--- src/rtl/pll_test_sup_pkg.sv ---
`default_nettype none
// ============================================================================
// Module      : pll_test_sup_pkg
// Description : Shared state encoding, width helper and limits for the
//               PLL test supervisor.
// Revision    : 1.0 - initial release
// ============================================================================
package pll_test_sup_pkg;

    localparam int MAX_CH = 8;

    typedef enum logic [2:0] {
        WAIT_LOCK = 3'd0,
        HOLD      = 3'd1,
        RELEASE   = 3'd2,
        IDLE      = 3'd3,
        RUN       = 3'd4,
        DONE      = 3'd5
    } sup_state_t;

    // Bits needed to represent 0 .. value-1 (never less than 1).
    function automatic int clog2(input int value);
        int w;
        w = 1;
        while ((1 << w) < value) begin
            w = w + 1;
        end
        return w;
    endfunction

endpackage
`default_nettype wire

--- src/rtl/pll_test_supervisor_sync_bit.sv ---
`default_nettype none
// ============================================================================
// Module      : sync_bit
// Description : Multi-stage single-bit synchroniser, asynchronous reset to 0.
// Revision    : 1.0 - initial release
// ============================================================================
module sync_bit #(
    parameter int STAGES = 2
) (
    input  logic clk,
    input  logic rst,
    input  logic i_d,
    output logic o_q
);

    logic [STAGES-1:0] r_sync;

    always_ff @(posedge clk or posedge rst) begin
        if (rst) begin
            r_sync <= '0;
        end else begin
            r_sync <= {r_sync[STAGES-2:0], i_d};
        end
    end

    assign o_q = r_sync[STAGES-1];

endmodule
`default_nettype wire

--- src/rtl/pll_test_supervisor.sv ---
`default_nettype none
// ============================================================================
// Module      : pll_test_supervisor
// Description : Qualifies PLL lock, staggers per-channel core reset release,
//               launches/collects multi-channel test runs.
//               Optional run timeout: define PLL_TEST_SUPERVISOR_TIMEOUT_EN.
// Revision    : 1.0 - initial release
// ============================================================================
module pll_test_supervisor
    import pll_test_sup_pkg::*;
#(
    parameter int NUM_CH             = 2,
    parameter int SYNC_STAGES        = 2,
    parameter int LOCK_STABLE_CYCLES = 16,
    parameter int RST_HOLD_CYCLES    = 8,
    parameter int STAGGER_CYCLES     = 4,
    parameter int RUN_CNT_W          = 8
`ifdef PLL_TEST_SUPERVISOR_TIMEOUT_EN
    ,
    parameter int TIMEOUT_CYCLES     = 65535
`endif
) (
    input  logic                 clk,
    input  logic                 reset,
    input  logic                 locked,
    input  logic                 test_start,
    input  logic [NUM_CH-1:0]    ch_test_end,
    input  logic [NUM_CH-1:0]    ch_test_good,
    output logic [NUM_CH-1:0]    ch_reset,
    output logic [NUM_CH-1:0]    ch_test_start,
    output logic                 pass,
    output logic                 done,
    output logic                 lock_lost,
    output logic [RUN_CNT_W-1:0] run_count
`ifdef PLL_TEST_SUPERVISOR_TIMEOUT_EN
    ,
    output logic                 timeout
`endif
);

    localparam int c_stable_w = clog2(LOCK_STABLE_CYCLES + 1);
    localparam int c_hold_w   = clog2(RST_HOLD_CYCLES + 1);
    localparam int c_rel_w    = clog2(STAGGER_CYCLES * (NUM_CH - 1) + 2);
`ifdef PLL_TEST_SUPERVISOR_TIMEOUT_EN
    localparam int c_to_w     = clog2(TIMEOUT_CYCLES + 1);
`endif

    logic w_locked_s;
    logic w_start_s;

    sync_bit #(.STAGES(SYNC_STAGES)) u_sync_locked (
        .clk (clk),
        .rst (reset),
        .i_d (locked),
        .o_q (w_locked_s)
    );

    sync_bit #(.STAGES(SYNC_STAGES)) u_sync_start (
        .clk (clk),
        .rst (reset),
        .i_d (test_start),
        .o_q (w_start_s)
    );

    sup_state_t              r_state,         w_state_nxt;
    logic [c_stable_w-1:0]   r_stable_cnt,    w_stable_nxt;
    logic [c_hold_w-1:0]     r_hold_cnt,      w_hold_nxt;
    logic [c_rel_w-1:0]      r_rel_cnt,       w_rel_nxt;
    logic [NUM_CH-1:0]       r_ch_reset,      w_ch_reset_nxt;
    logic [NUM_CH-1:0]       r_ch_test_start, w_ch_start_nxt;
    logic [NUM_CH-1:0]       r_end_l,         w_end_nxt;
    logic [NUM_CH-1:0]       r_good_l,        w_good_nxt;
    logic                    r_done,          w_done_nxt;
    logic                    r_pass,          w_pass_nxt;
    logic                    r_lock_lost,     w_lost_nxt;
    logic [RUN_CNT_W-1:0]    r_run_count,     w_run_cnt_nxt;
    logic                    r_start_prev;
`ifdef PLL_TEST_SUPERVISOR_TIMEOUT_EN
    logic [c_to_w-1:0]       r_to_cnt,        w_to_cnt_nxt;
    logic                    r_timeout,       w_timeout_nxt;
`endif

    logic                    w_start_rise;
    logic                    w_start_run;
    logic                    w_lose_lock;
    logic [RUN_CNT_W-1:0]    w_run_cnt_inc;
    logic [NUM_CH-1:0]       w_entry_mask;
    logic [NUM_CH-1:0]       w_step_mask;

    assign w_start_rise  = w_start_s & ~r_start_prev;
    assign w_run_cnt_inc = (r_run_count == '1) ? r_run_count
                                               : r_run_count + RUN_CNT_W'(1);

    always_comb begin
        w_state_nxt    = r_state;
        w_stable_nxt   = r_stable_cnt;
        w_hold_nxt     = r_hold_cnt;
        w_rel_nxt      = r_rel_cnt;
        w_ch_reset_nxt = r_ch_reset;
        w_ch_start_nxt = r_ch_test_start;
        w_end_nxt      = r_end_l;
        w_good_nxt     = r_good_l;
        w_done_nxt     = r_done;
        w_pass_nxt     = r_pass;
        w_lost_nxt     = r_lock_lost;
        w_run_cnt_nxt  = r_run_count;
`ifdef PLL_TEST_SUPERVISOR_TIMEOUT_EN
        w_to_cnt_nxt   = r_to_cnt;
        w_timeout_nxt  = r_timeout;
`endif
        w_start_run    = 1'b0;
        w_lose_lock    = 1'b0;

        // A channel stays in reset while the release counter is below its slot.
        for (int i = 0; i < NUM_CH; i++) begin
            w_entry_mask[i] = (STAGGER_CYCLES * i) > 0;
            w_step_mask[i]  = (int'(r_rel_cnt) + 1) < (STAGGER_CYCLES * i);
        end

        case (r_state)
            WAIT_LOCK: begin
                if (!w_locked_s) begin
                    w_stable_nxt = '0;
                end else if (r_stable_cnt == c_stable_w'(LOCK_STABLE_CYCLES - 1)) begin
                    w_stable_nxt = '0;
                    w_hold_nxt   = '0;
                    if (RST_HOLD_CYCLES == 0) begin
                        w_state_nxt    = RELEASE;
                        w_rel_nxt      = '0;
                        w_ch_reset_nxt = w_entry_mask;
                    end else begin
                        w_state_nxt = HOLD;
                    end
                end else begin
                    w_stable_nxt = r_stable_cnt + c_stable_w'(1);
                end
            end
            HOLD: begin
                if (!w_locked_s) begin
                    w_lose_lock = 1'b1;
                end else if (r_hold_cnt == c_hold_w'(RST_HOLD_CYCLES - 1)) begin
                    w_state_nxt    = RELEASE;
                    w_rel_nxt      = '0;
                    w_ch_reset_nxt = w_entry_mask;
                end else begin
                    w_hold_nxt = r_hold_cnt + c_hold_w'(1);
                end
            end
            RELEASE: begin
                if (!w_locked_s) begin
                    w_lose_lock = 1'b1;
                end else begin
                    w_rel_nxt      = r_rel_cnt + c_rel_w'(1);
                    w_ch_reset_nxt = r_ch_reset & w_step_mask;
                    if ((r_ch_reset & w_step_mask) == '0) begin
                        w_state_nxt = IDLE;
                    end
                end
            end
            IDLE, DONE: begin
                if (!w_locked_s) begin
                    w_lose_lock = 1'b1;
                end else if (w_start_rise) begin
                    w_start_run = 1'b1;
                end
            end
            RUN: begin
                if (!w_locked_s) begin
                    w_lose_lock = 1'b1;
                end else if (&r_end_l) begin
                    w_state_nxt    = DONE;
                    w_done_nxt     = 1'b1;
                    w_pass_nxt     = &r_good_l;
                    w_ch_start_nxt = '0;
                    w_run_cnt_nxt  = w_run_cnt_inc;
                end else begin
                    // Result is captured only on a channel's first end pulse.
                    w_end_nxt  = r_end_l | ch_test_end;
                    w_good_nxt = r_good_l | (ch_test_good & ch_test_end & ~r_end_l);
`ifdef PLL_TEST_SUPERVISOR_TIMEOUT_EN
                    if (r_to_cnt == c_to_w'(TIMEOUT_CYCLES - 1)) begin
                        w_state_nxt    = DONE;
                        w_done_nxt     = 1'b1;
                        w_pass_nxt     = 1'b0;
                        w_timeout_nxt  = 1'b1;
                        w_ch_start_nxt = '0;
                        w_run_cnt_nxt  = w_run_cnt_inc;
                    end else begin
                        w_to_cnt_nxt = r_to_cnt + c_to_w'(1);
                    end
`endif
                end
            end
            default: begin
                w_state_nxt = WAIT_LOCK;
            end
        endcase

        if (w_lose_lock) begin
            w_state_nxt    = WAIT_LOCK;
            w_stable_nxt   = '0;
            w_ch_reset_nxt = '1;
            w_ch_start_nxt = '0;
            w_done_nxt     = 1'b0;
            w_pass_nxt     = 1'b0;
            w_lost_nxt     = 1'b1;
        end

        if (w_start_run) begin
            w_state_nxt    = RUN;
            w_end_nxt      = '0;
            w_good_nxt     = '0;
            w_done_nxt     = 1'b0;
            w_pass_nxt     = 1'b0;
            w_ch_start_nxt = '1;
`ifdef PLL_TEST_SUPERVISOR_TIMEOUT_EN
            w_to_cnt_nxt   = '0;
            w_timeout_nxt  = 1'b0;
`endif
        end
    end

    always_ff @(posedge clk or posedge reset) begin
        if (reset) begin
            r_state         <= WAIT_LOCK;
            r_stable_cnt    <= '0;
            r_hold_cnt      <= '0;
            r_rel_cnt       <= '0;
            r_ch_reset      <= '1;
            r_ch_test_start <= '0;
            r_end_l         <= '0;
            r_good_l        <= '0;
            r_done          <= 1'b0;
            r_pass          <= 1'b0;
            r_lock_lost     <= 1'b0;
            r_run_count     <= '0;
            r_start_prev    <= 1'b0;
`ifdef PLL_TEST_SUPERVISOR_TIMEOUT_EN
            r_to_cnt        <= '0;
            r_timeout       <= 1'b0;
`endif
        end else begin
            r_state         <= w_state_nxt;
            r_stable_cnt    <= w_stable_nxt;
            r_hold_cnt      <= w_hold_nxt;
            r_rel_cnt       <= w_rel_nxt;
            r_ch_reset      <= w_ch_reset_nxt;
            r_ch_test_start <= w_ch_start_nxt;
            r_end_l         <= w_end_nxt;
            r_good_l        <= w_good_nxt;
            r_done          <= w_done_nxt;
            r_pass          <= w_pass_nxt;
            r_lock_lost     <= w_lost_nxt;
            r_run_count     <= w_run_cnt_nxt;
            r_start_prev    <= w_start_s;
`ifdef PLL_TEST_SUPERVISOR_TIMEOUT_EN
            r_to_cnt        <= w_to_cnt_nxt;
            r_timeout       <= w_timeout_nxt;
`endif
        end
    end

    assign ch_reset      = r_ch_reset;
    assign ch_test_start = r_ch_test_start;
    assign pass          = r_pass;
    assign done          = r_done;
    assign lock_lost     = r_lock_lost;
    assign run_count     = r_run_count;
`ifdef PLL_TEST_SUPERVISOR_TIMEOUT_EN
    assign timeout       = r_timeout;
`endif

endmodule
`default_nettype wire
--- config.mk ---
export PLATFORM = sky130hd
export DESIGN_NAME = pll_test_supervisor
export DESIGN_NICKNAME = d
export VERILOG_FILES = /design/src/rtl/pll_test_sup_pkg.sv /design/src/rtl/pll_test_supervisor_sync_bit.sv /design/src/rtl/pll_test_supervisor.sv
export SDC_FILE = /design/constraint.sdc
export NUM_CORES = 1
export LEC_CHECK = 0
export BUFFER_PORTS_ARGS = -buffer_cell sky130_fd_sc_hd__clkbuf_2
export CAP_MARGIN = 20
export CORE_ASPECT_RATIO = 0.8
export CORE_MARGIN = 2
export CORE_UTILIZATION = 30
export CTS_BUF_LIST = sky130_fd_sc_hd__clkbuf_8
export CTS_CLUSTER_DIAMETER = 150
export DETAILED_ROUTE_END_ITERATION = 10
export PLACE_DENSITY = 0.51
export SLEW_MARGIN = 20
export SYNTH_ARGS = -nofsm -noshare
export SYNTH_HDL_FRONTEND = slang
export SYNTH_SLANG_ARGS = --single-unit
--- constraint.sdc ---
create_clock -name clk -period 1.5 [get_ports clk]
set_input_delay 0.3 -clock clk [delete_from_list [all_inputs] [get_ports clk]]
set_output_delay 0.3 -clock clk [all_outputs]
set_load 0.05 [all_outputs]
==> results.txt, run 1 <==
#FFs+latches synth: 38
Antenna-violating nets left: 0
Async SR Flop Fraction: 100%
Synthesized netlist cell count: 189
Worst-skew pair later-pin latency: 0.29 ns
CTS Buffer Depth: 2
Synth top area cells: dfrtp_1, o21ai_0, xor2_1, a21oi_1, nand2_1
Crit Path Category: flop to flop
CTS Hold Buffers Added: 0
Least-Margin Pin Slew: 0.338 ns
Crit path cell chain: nand2_2 > or4_4 > nor2_4 > mux2_4
Ports: 23
Total Power: 1890 uW
Most common flop cell mapped by yosys: dfrtp_1
First-pass GRT wire length: 7780 microns
Largest net degree at the start of global routing: 39
ANT cells: 0
Biggest cell delay along the critical path: 0.57 ns
Crit share post-route: 105%
Worst-path clk slew: 0.08 ns
Failing checks: setup timing
Final worst setup slack: -0.0698 ns
Rows: 25
Max-cap violations: 0
Port Buffers: 22
Crit. End Element: flop
Cell area after layout: 2640 sq um
Maximum vdd drop: 552 uV
Die height: 75.2 microns
DR WL/cell: 13.9 microns
Critical Path AT: 1.75 ns
Yosys warning count: 0
Critical Path RT: 1.68 ns
Detailed Routing Iterations Pass 1: 4
Tmin final: 1.57 ns
Crit path max-delay cell type: or4_4
Slew Limit Fails: 0
Worst setup SP type: flop
Worst Hold Class: input pin to async pin
Syn Nets: 201
Clock root cell: clkbuf_8
Placed Instances: 319
Crit-path max FO: 7
Count of final setup violators: 4
Reg power frac: 55.2%
Most frequent cells in the layout: buf_4, dfrtp_1, clkbuf_2, nand2_1, a21oi_1
Sw Share: 22.9%
PwrDens: 718 nW/um^2
Area growth syn-to-layout: 38.7%
Die area: 6990 sq um
Vias per inst: 4.89
Status: complete, but fails checks
Syn avg cell area: 10.1 sq um
Layout cell share with drive strength beyond 1: 45.0%
Total number of vias: 1,625
Commonest non-fill, non-tap cell in the layout: buf_4
Chip width: 93.0 microns
Mapped Area: 1900 sq um
Yosys cell types: 46
Unrepaired setup endpoints after global routing: yes
Grt ovf: 0
Placement Cell Area: 2380 sq um
CTS buffer count: 5
Post-synth EDFFs: 0
LEAKAGE: 0.00125 uW
Routability cong.: 0.855
Vias in the first global route: 1,547
Initial antenna violation count: 0
Initial DRC count: 48
Highest Clock Rate: 637 MHz
Register area share after synthesis: 50.2%
Setup TNS: -0.172 ns
Final wirelength: 4620 microns
Non-Filler Instances: 332
# DRC: 0
Slew HR: 77.2%
Sink Count: 38
Post-DP HPWL: 3210 microns
Core area: 6010 sq um
CTS H-tree depth: 2
Final Hold Slack: 0.0372 ns
Final nets: 262
Int Power: 1460 uW
Sw power: 434 uW
Yosys top cell area share: 47.4%
Initial Utilization: 31.6%
Clock share of power: 39.0%
Hold Vio Cnt, Final: 0
Overall global routing resource usage: 14.3%
Combinational Power Share: 5.8%
Yosys top cell by area: dfrtp_1
CTS tree: yes
Final Skew: 0.00254 ns
[state kept, by name (all words and copies together), names as in the netlist]
register              count
run_count                 8
r_stable_cnt              5
r_hold_cnt                4
r_rel_cnt                 3
r_state                   3
ch_reset                  2
r_end_l                   2
r_good_l                  2
u_sync_locked.r_sync      2
u_sync_start.r_sync       2
ch_test_start             1
done                      1
lock_lost                 1
pass                      1
r_start_prev              1
[metrics by stage]
step / setup slack [ns] / utilization (%)
2_1_floorplan: -0.203 / -
3_3_place_gp: -0.0907 / 39.6
3_5_place_dp: -0.126 / 39.6
4_1_cts: -0.0948 / 42.5
5_1_grt: -0.135 / 43.9
6_report: -0.0698 / 43.9
[final timing paths]
check                                             start                      end  slack [ns]  depth (start not counted)
worst max-delay path            u_sync_locked.r_sync[1]             run_count[1]       -0.07                          4
worst min-delay path                              reset             run_count[6]        0.04                          3
worst max register to register  u_sync_locked.r_sync[1]             run_count[1]       -0.07                          4
worst min register to register   u_sync_start.r_sync[0]   u_sync_start.r_sync[1]        0.35                          0
max in group asynchronous                         reset              ch_reset[1]        1.20                          3
min in group clk                                 locked  u_sync_locked.r_sync[0]        0.11                          1
[worst max-delay path: cells and delay by family (launching register included)]
family,cells,cell delay [ns]
flops,1,0.39
mux,1,0.30
simple gates,3,0.77
[power by group through the flow]
stage / sequential, uW / combinational [uW] / clock, uW
global route: 1050 / 124 / 816
detailed placement: 1060 / 95.9 / 0
CTS: 1040 / 100 / 767
finish: 1040 / 110 / 738
global placement: 1060 / 95.8 / 0
floorplan: 1060 / 45.1 / 0
[layer usage]
metal / vias up / GRT usage [%] / wire length [microns]
li1: 807 / - / -
met1: 786 / 21.1 / 2410
met2: 28 / 20.1 / 2010
met3: 4 / 3.60 / 152
met4: 0 / 5.88 / 46
met5: - / 0 / 0
[cell type report]
class | count | area (sq um)
Fill cell | 607 | 3370
Sequential cell | 38 | 961
Clock buffer | 6 | 82.6
Tap cell | 81 | 101
Clock inverter | 2 | 12.5
Multi-Input combinational cell | 134 | 1010
Inverter | 8 | 33.8
Timing Repair Buffer | 63 | 434
[cell usage after synthesis (2+ instances only)]
library cell,n
a21boi_0,2
a21oi_1,13
a221oi_1,2
a31oi_1,4
a32o_1,3
and3_1,3
and3b_1,2
buf_2,2
clkbuf_1,5
dfrtp_1,36
dfstp_2,2
ha_1,4
inv_1,8
mux2i_1,2
nand2_1,17
nand2b_1,2
nand3_1,11
nand3b_1,2
nor2_1,10
nor2b_1,2
nor3_1,3
nor3_2,4
nor3b_2,2
nor4_1,3
o21a_1,3
o21ai_0,14
or3b_2,2
xor2_1,8
[repair_timing]
item	in CTS	in global routing
setup buffers	4	2
setup endpoints to repair	13	27
endpoints found under the hold margin	0	0
gates resized for setup	11	21
pin swaps	10	8
[logic make-up after synthesis]
logic type	count (synthesis)	share of synthesized area, %
AOI/OAI and AO/OA	49	16.3
and+or+nand+nor	70	21.5
muxes	3	1.65
xor gates and xnor gates	8	3.69
adders and majority gates	4	2.63
buffers and inverters	17	4.08
DFF	38	50.2
Note: power is estimated with default switching activity, not from simulation.
==> run 2: changes to the inputs <==
Settings changed: CORE_UTILIZATION 30 to 54, PLACE_DENSITY 0.51 to 0.81.
==> results.txt, run 2 (synthesis gave the netlist of run 1 again) <==
CTS Buffer Depth: 2 (unchanged)
Max reg flops: 8 (unchanged)
Most frequent cells in the layout: dfrtp_1, buf_4, clkbuf_2, nand2_1
Grt ovf: 0 (unchanged)
Reg2Reg Setup Slack: -0.17 ns (-0.10 ns)
Clock share of power: 38.8% (-0.2 points)
Vias per inst: 6.32 (+29%)
Total number of vias: 1,820 (+12%)
Commonest non-fill, non-tap cell in the layout: dfrtp_1
Core area: 3400 sq um (-43%)
Layout cell share with drive strength beyond 1: 44.3% (-0.71 points)
Unrepaired setup endpoints after global routing: yes
Sw Share: 23.1% (+0.17 points)
FF-to-FF Start: r_state[2]
Fin util: 77.6% (+34 points)
Antenna-violating nets left: 0 (unchanged)
Setup crit end: run_count[2]
CTS buffer count: 5 (unchanged)
Slew Limit Fails: 0 (unchanged)
Highest Clock Rate: 599 MHz (-6.0%)
Worst-skew pair later-pin latency: 0.30 ns (about the same)
Ports: 23 (unchanged)
ANT cells: 0 (unchanged)
Final wirelength: 5670 microns (+23%)
Final worst setup slack: -0.170 ns (-0.100 ns)
Crit-path max FO: 3 (-4)
Detailed Routing Iterations Pass 1: 6 (+2)
Reg2Reg Depth: 5 (+1)
# DRC: 0 (unchanged)
Reg-to-Reg End: run_count[2]
Die height: 57.1 microns (-24%)
Maximum vdd drop: 771 uV (+40%)
Max-cap violations: 0 (unchanged)
Clock root cell: clkbuf_8
Initial antenna violation count: 0 (unchanged)
Port Buffers: 22 (unchanged)
Final Skew: 0.0104 ns (+0.00785 ns)
Initial Utilization: 55.9% (+24 points)
Sw power: 434 uW (+0.12%)
Crit. Startpoint: r_state[2]
Critical Path RT: 1.71 ns (+0.03 ns)
CTS H-tree depth: 2 (unchanged)
Hold Vio Cnt, Final: 0 (unchanged)
Overall global routing resource usage: 24.6% (+10 points)
Worst-path clk slew: 0.08 ns (about the same)
Area growth syn-to-layout: 38.8% (about the same)
Status: complete, but fails checks
Setup TNS: -1.02 ns (-0.848 ns)
Reg power frac: 55.6% (+0.4 points)
Slew HR: 71.7% (-5.5 points)
Crit share post-route: 111% (+6.7 points)
CTS tree: yes
Final nets: 257 (-1.9%)
Critical Path AT: 1.88 ns (+0.13 ns)
Largest net degree at the start of global routing: 39 (unchanged)
Rows: 19 (-24%)
Chip width: 70.3 microns (-24%)
Worst setup SP type: flop
Post-DP HPWL: 3060 microns (-4.9%)
Combinational Power Share: 5.6% (-0.2 points)
First-pass GRT wire length: 7500 microns (-3.5%)
Crit Path Category: flop to flop
Least-Margin Pin Slew: 0.421 ns (+0.0827 ns)
Int Power: 1450 uW (-0.85%)
Failing checks: setup timing
LEAKAGE: 0.00127 uW (+1.6%)
Worst Hold Class: input pin to async pin
Crit. End Element: flop
Vias in the first global route: 1,540 (-0.45%)
PwrDens: 713 nW/um^2 (-0.73%)
Tmin final: 1.67 ns (+0.100 ns)
Count of final setup violators: 15 (+11)
Routability cong.: 0.905 (+5.8%)
Initial DRC count: 172 (+260%)
DR WL/cell: 19.7 microns (+42%)
Sink Count: 38 (unchanged)
CTS Hold Buffers Added: 0 (unchanged)
Die area: 4010 sq um (-43%)
-- run 2: stage by stage --
step	hold WS, ns	std cells	worst slack [ns]	instance area [sq um]	power, uW
finish	0.0176	288	-0.170	2640	1880
global route	0.0443	288	-0.243	2640	1930
CTS	0.0248	284	-0.0522	2470	1860
detailed placement	0.342	273	-0.128	2280	1150
global placement	0.341	273	-0.105	2280	1150
floorplan	0.331	189	-0.203	1940	1110
-- run 2: worst min path at each step --
stage | from | depth (start not counted) | to
CTS | reset | 3 | r_rel_cnt[2]
finish | reset | 3 | run_count[0]
detailed placement | reset | 3 | run_count[0]
global route | reset | 3 | r_rel_cnt[2]
global placement | reset | 3 | r_end_l[0]
floorplan | u_sync_locked.r_sync[0] | 0 | u_sync_locked.r_sync[1]
-- run 2: area by class of cell --
type	instances	area, sq um
Clock buffer	6	82.6
Tap cell	42	52.6
Multi-Input combinational cell	134	1080
Sequential cell	38	962
Timing Repair Buffer	58	423
Inverter	8	33.8
Clock inverter	2	8.76
Fill cell	195	761
-- run 2: power groups by stage --
stage                     logic (uW)  registers, uW  clock network [uW]
final                            104           1050                 730
after detailed placement        82.5           1070                   0
after floorplan                 45.1           1060                   0
after CTS                       86.5           1050                 726
after global placement          80.8           1060                   0
after global routing             114           1050                 771
-- run 2: routing by layer --
layer	share of wire (%)	global-route usage (%)	wire length, microns	vias to the layer above
met5	0	0	0	-
met4	3.6	9.34	204	0
met1	40	33.6	2280	867
met3	7.5	4.77	423	32
li1	-	-	-	799
met2	49	39.8	2770	122
-- run 2: repair_timing --
action                     4_1_cts  5_1_grt
resized for setup               18       27
buffers inserted                 3        4
pin swaps                        8       15
setup endpoints to repair       14       28
-- run 2: critical path, stage by stage (launching register included) --
cell     delay (ns)
dfrtp_1        0.41
nand2_2        0.10
or4_4          0.54
buf_6          0.15
nor3b_2        0.19
xor2_1         0.19
==> run 3: changes to the inputs <==
--- a/constraint.sdc
+++ b/constraint.sdc
@@ -3,2 +3,2 @@
 set_output_delay 0.3 -clock clk [all_outputs]
-set_load 0.05 [all_outputs]
+set_load 0.02 [all_outputs]
==> results.txt, run 3 (synthesis gave the netlist of run 1 again) <==
Status: complete, but fails checks
Failing checks: setup timing
Ports: 23 (unchanged)
Sink Count: 38 (unchanged)
Highest Clock Rate: 631 MHz (+5.3%)
Crit-path max FO: 7 (+4)
Worst Hold Class: input pin to async pin
Vias per inst: 5.78 (-8.5%)
Initial antenna violation count: 0 (unchanged)
Setup TNS: -0.108 ns (+0.911 ns)
Reg2Reg Depth: 4 (-1)
First-pass GRT wire length: 7210 microns (-3.9%)
Largest net degree at the start of global routing: 39 (unchanged)
Slew HR: 68.1% (-3.6 points)
Layout cell share with drive strength beyond 1: 38.8% (-5.5 points)
Commonest non-fill, non-tap cell in the layout: dfrtp_1
Final nets: 253 (-1.6%)
Slew Limit Fails: 0 (unchanged)
Final wirelength: 4540 microns (-20%)
Least-Margin Pin Slew: 0.478 ns (+0.0570 ns)
Vias in the first global route: 1,528 (-0.78%)
Detailed Routing Iterations Pass 1: 4 (-2)
Critical Path RT: 1.71 ns (about the same)
CTS Buffer Depth: 2 (unchanged)
Worst setup SP type: flop
Unrepaired setup endpoints after global routing: yes
DR WL/cell: 16.0 microns (-19%)
LEAKAGE: 0.00121 uW (-4.4%)
Routability cong.: 0.876 (-3.2%)
Worst-skew pair later-pin latency: 0.29 ns (about the same)
Total number of vias: 1,642 (-9.8%)
# DRC: 0 (unchanged)
Clock root cell: clkbuf_8
Placed Instances: 272 (-0.37%)
Max-cap violations: 0 (unchanged)
Chip width: 70.3 microns (unchanged)
Most frequent cells in the layout: dfrtp_1, buf_4, clkbuf_2, nand2_1, a21oi_1
CTS buffer count: 5 (unchanged)
Final worst setup slack: -0.0860 ns (+0.0841 ns)
ANT cells: 0 (unchanged)
Maximum vdd drop: 815 uV (+5.7%)
Critical Path AT: 1.80 ns (-0.08 ns)
Crit. End Element: flop
PwrDens: 742 nW/um^2 (+4.0%)
Hold Vio Cnt, Final: 0 (unchanged)
Post-DP HPWL: 3050 microns (-0.34%)
Crit Path Category: flop to flop
CTS tree: yes
Tmin final: 1.59 ns (-0.0841 ns)
Reg2Reg Setup Slack: -0.09 ns (+0.08 ns)
Area growth syn-to-layout: 32.6%
Initial DRC count: 92 (-47%)
Crit share post-route: 106% (-5.6 points)
Port Buffers: 22 (unchanged)
Max reg flops: 8 (unchanged)
Die height: 57.1 microns (unchanged)
Non-Filler Instances: 284 (-1.4%)
CTS H-tree depth: 2 (unchanged)
Core area: 3400 sq um (unchanged)
Worst-path clk slew: 0.08 ns (about the same)
Rows: 19 (unchanged)
FILL cells: 246 (+26%)
Overall global routing resource usage: 23.0% (-1.7 points)
Antenna-violating nets left: 0 (unchanged)
Final Skew: 0.00807 ns (-0.00232 ns)
Initial Utilization: 55.9% (unchanged)
Grt ovf: 0 (unchanged)
Count of final setup violators: 4 (-11)
Die area: 4010 sq um (unchanged)
CTS Hold Buffers Added: 0 (unchanged)
[run 3: final cells by class]
cell class                      instances  area (sq um)  share of cell area, %
Timing Repair Buffer                   54           385                   15.3
Tap cell                               42          52.6                   2.09
Inverter                                8          33.8                   1.34
Clock buffer                            6          82.6                   3.28
Multi-Input combinational cell        134           996                   39.5
Clock inverter                          2          12.5                  0.497
Sequential cell                        38           957                   38.0
[run 3: per-stage QoR]
stage                     setup slack [ns]  power (uW)  utilization [%]  area, sq um  hold slack [ns]
after CTS                          -0.0429        1860             71.5         2430            0.104
after global placement             -0.0501        1140             66.0         2240            0.335
after detailed placement           -0.0821        1140             66.0         2240            0.347
final                              -0.0860        1870             74.1         2520           0.0890
after global routing                -0.100        1930             74.1         2520            0.109
after floorplan                     -0.131        1110                -         1930            0.331
[run 3: report_power, final]
group	switching (uW)	leakage (uW)	total (uW)	internal (uW)
Clock	361	0.0000472	730	369
Sequential	7.84	0.000505	1050	1040
Combinational	52.6	0.000661	93.3	40.7
Total	422	0.00121	1870	1450
[run 3: layer usage]
| layer | routed length, microns | GRT usage, % |
|---|---|---|
| met4 | 62 | 5.77 |
| met5 | 0 | 0 |
| met1 | 2060 | 33.6 |
| met3 | 238 | 5.48 |
| met2 | 2180 | 35.0 |
[run 3: worst paths after layout]
path                                         from                 endpoint
setup / recovery                       r_state[1]             run_count[2]
hold / removal                              reset               r_end_l[0]
setup reg to reg                       r_state[1]             run_count[2]
hold reg to reg            u_sync_start.r_sync[0]   u_sync_start.r_sync[1]
max in group asynchronous                   reset             r_rel_cnt[0]
min in group clk                           locked  u_sync_locked.r_sync[0]
[run 3: critical path, cell delays in order, from the launching register on]
cell and delay [ns]:
dfrtp_1 0.42, or4_4 0.56, buf_8 0.17, nor3b_2 0.17
xor2_1 0.19
[run 3: repair_timing]
action	4_1_cts	5_1_grt
setup endpoints to repair	13	23
gates resized for setup	12	20
setup buffers	2	2
pin swaps	2	8
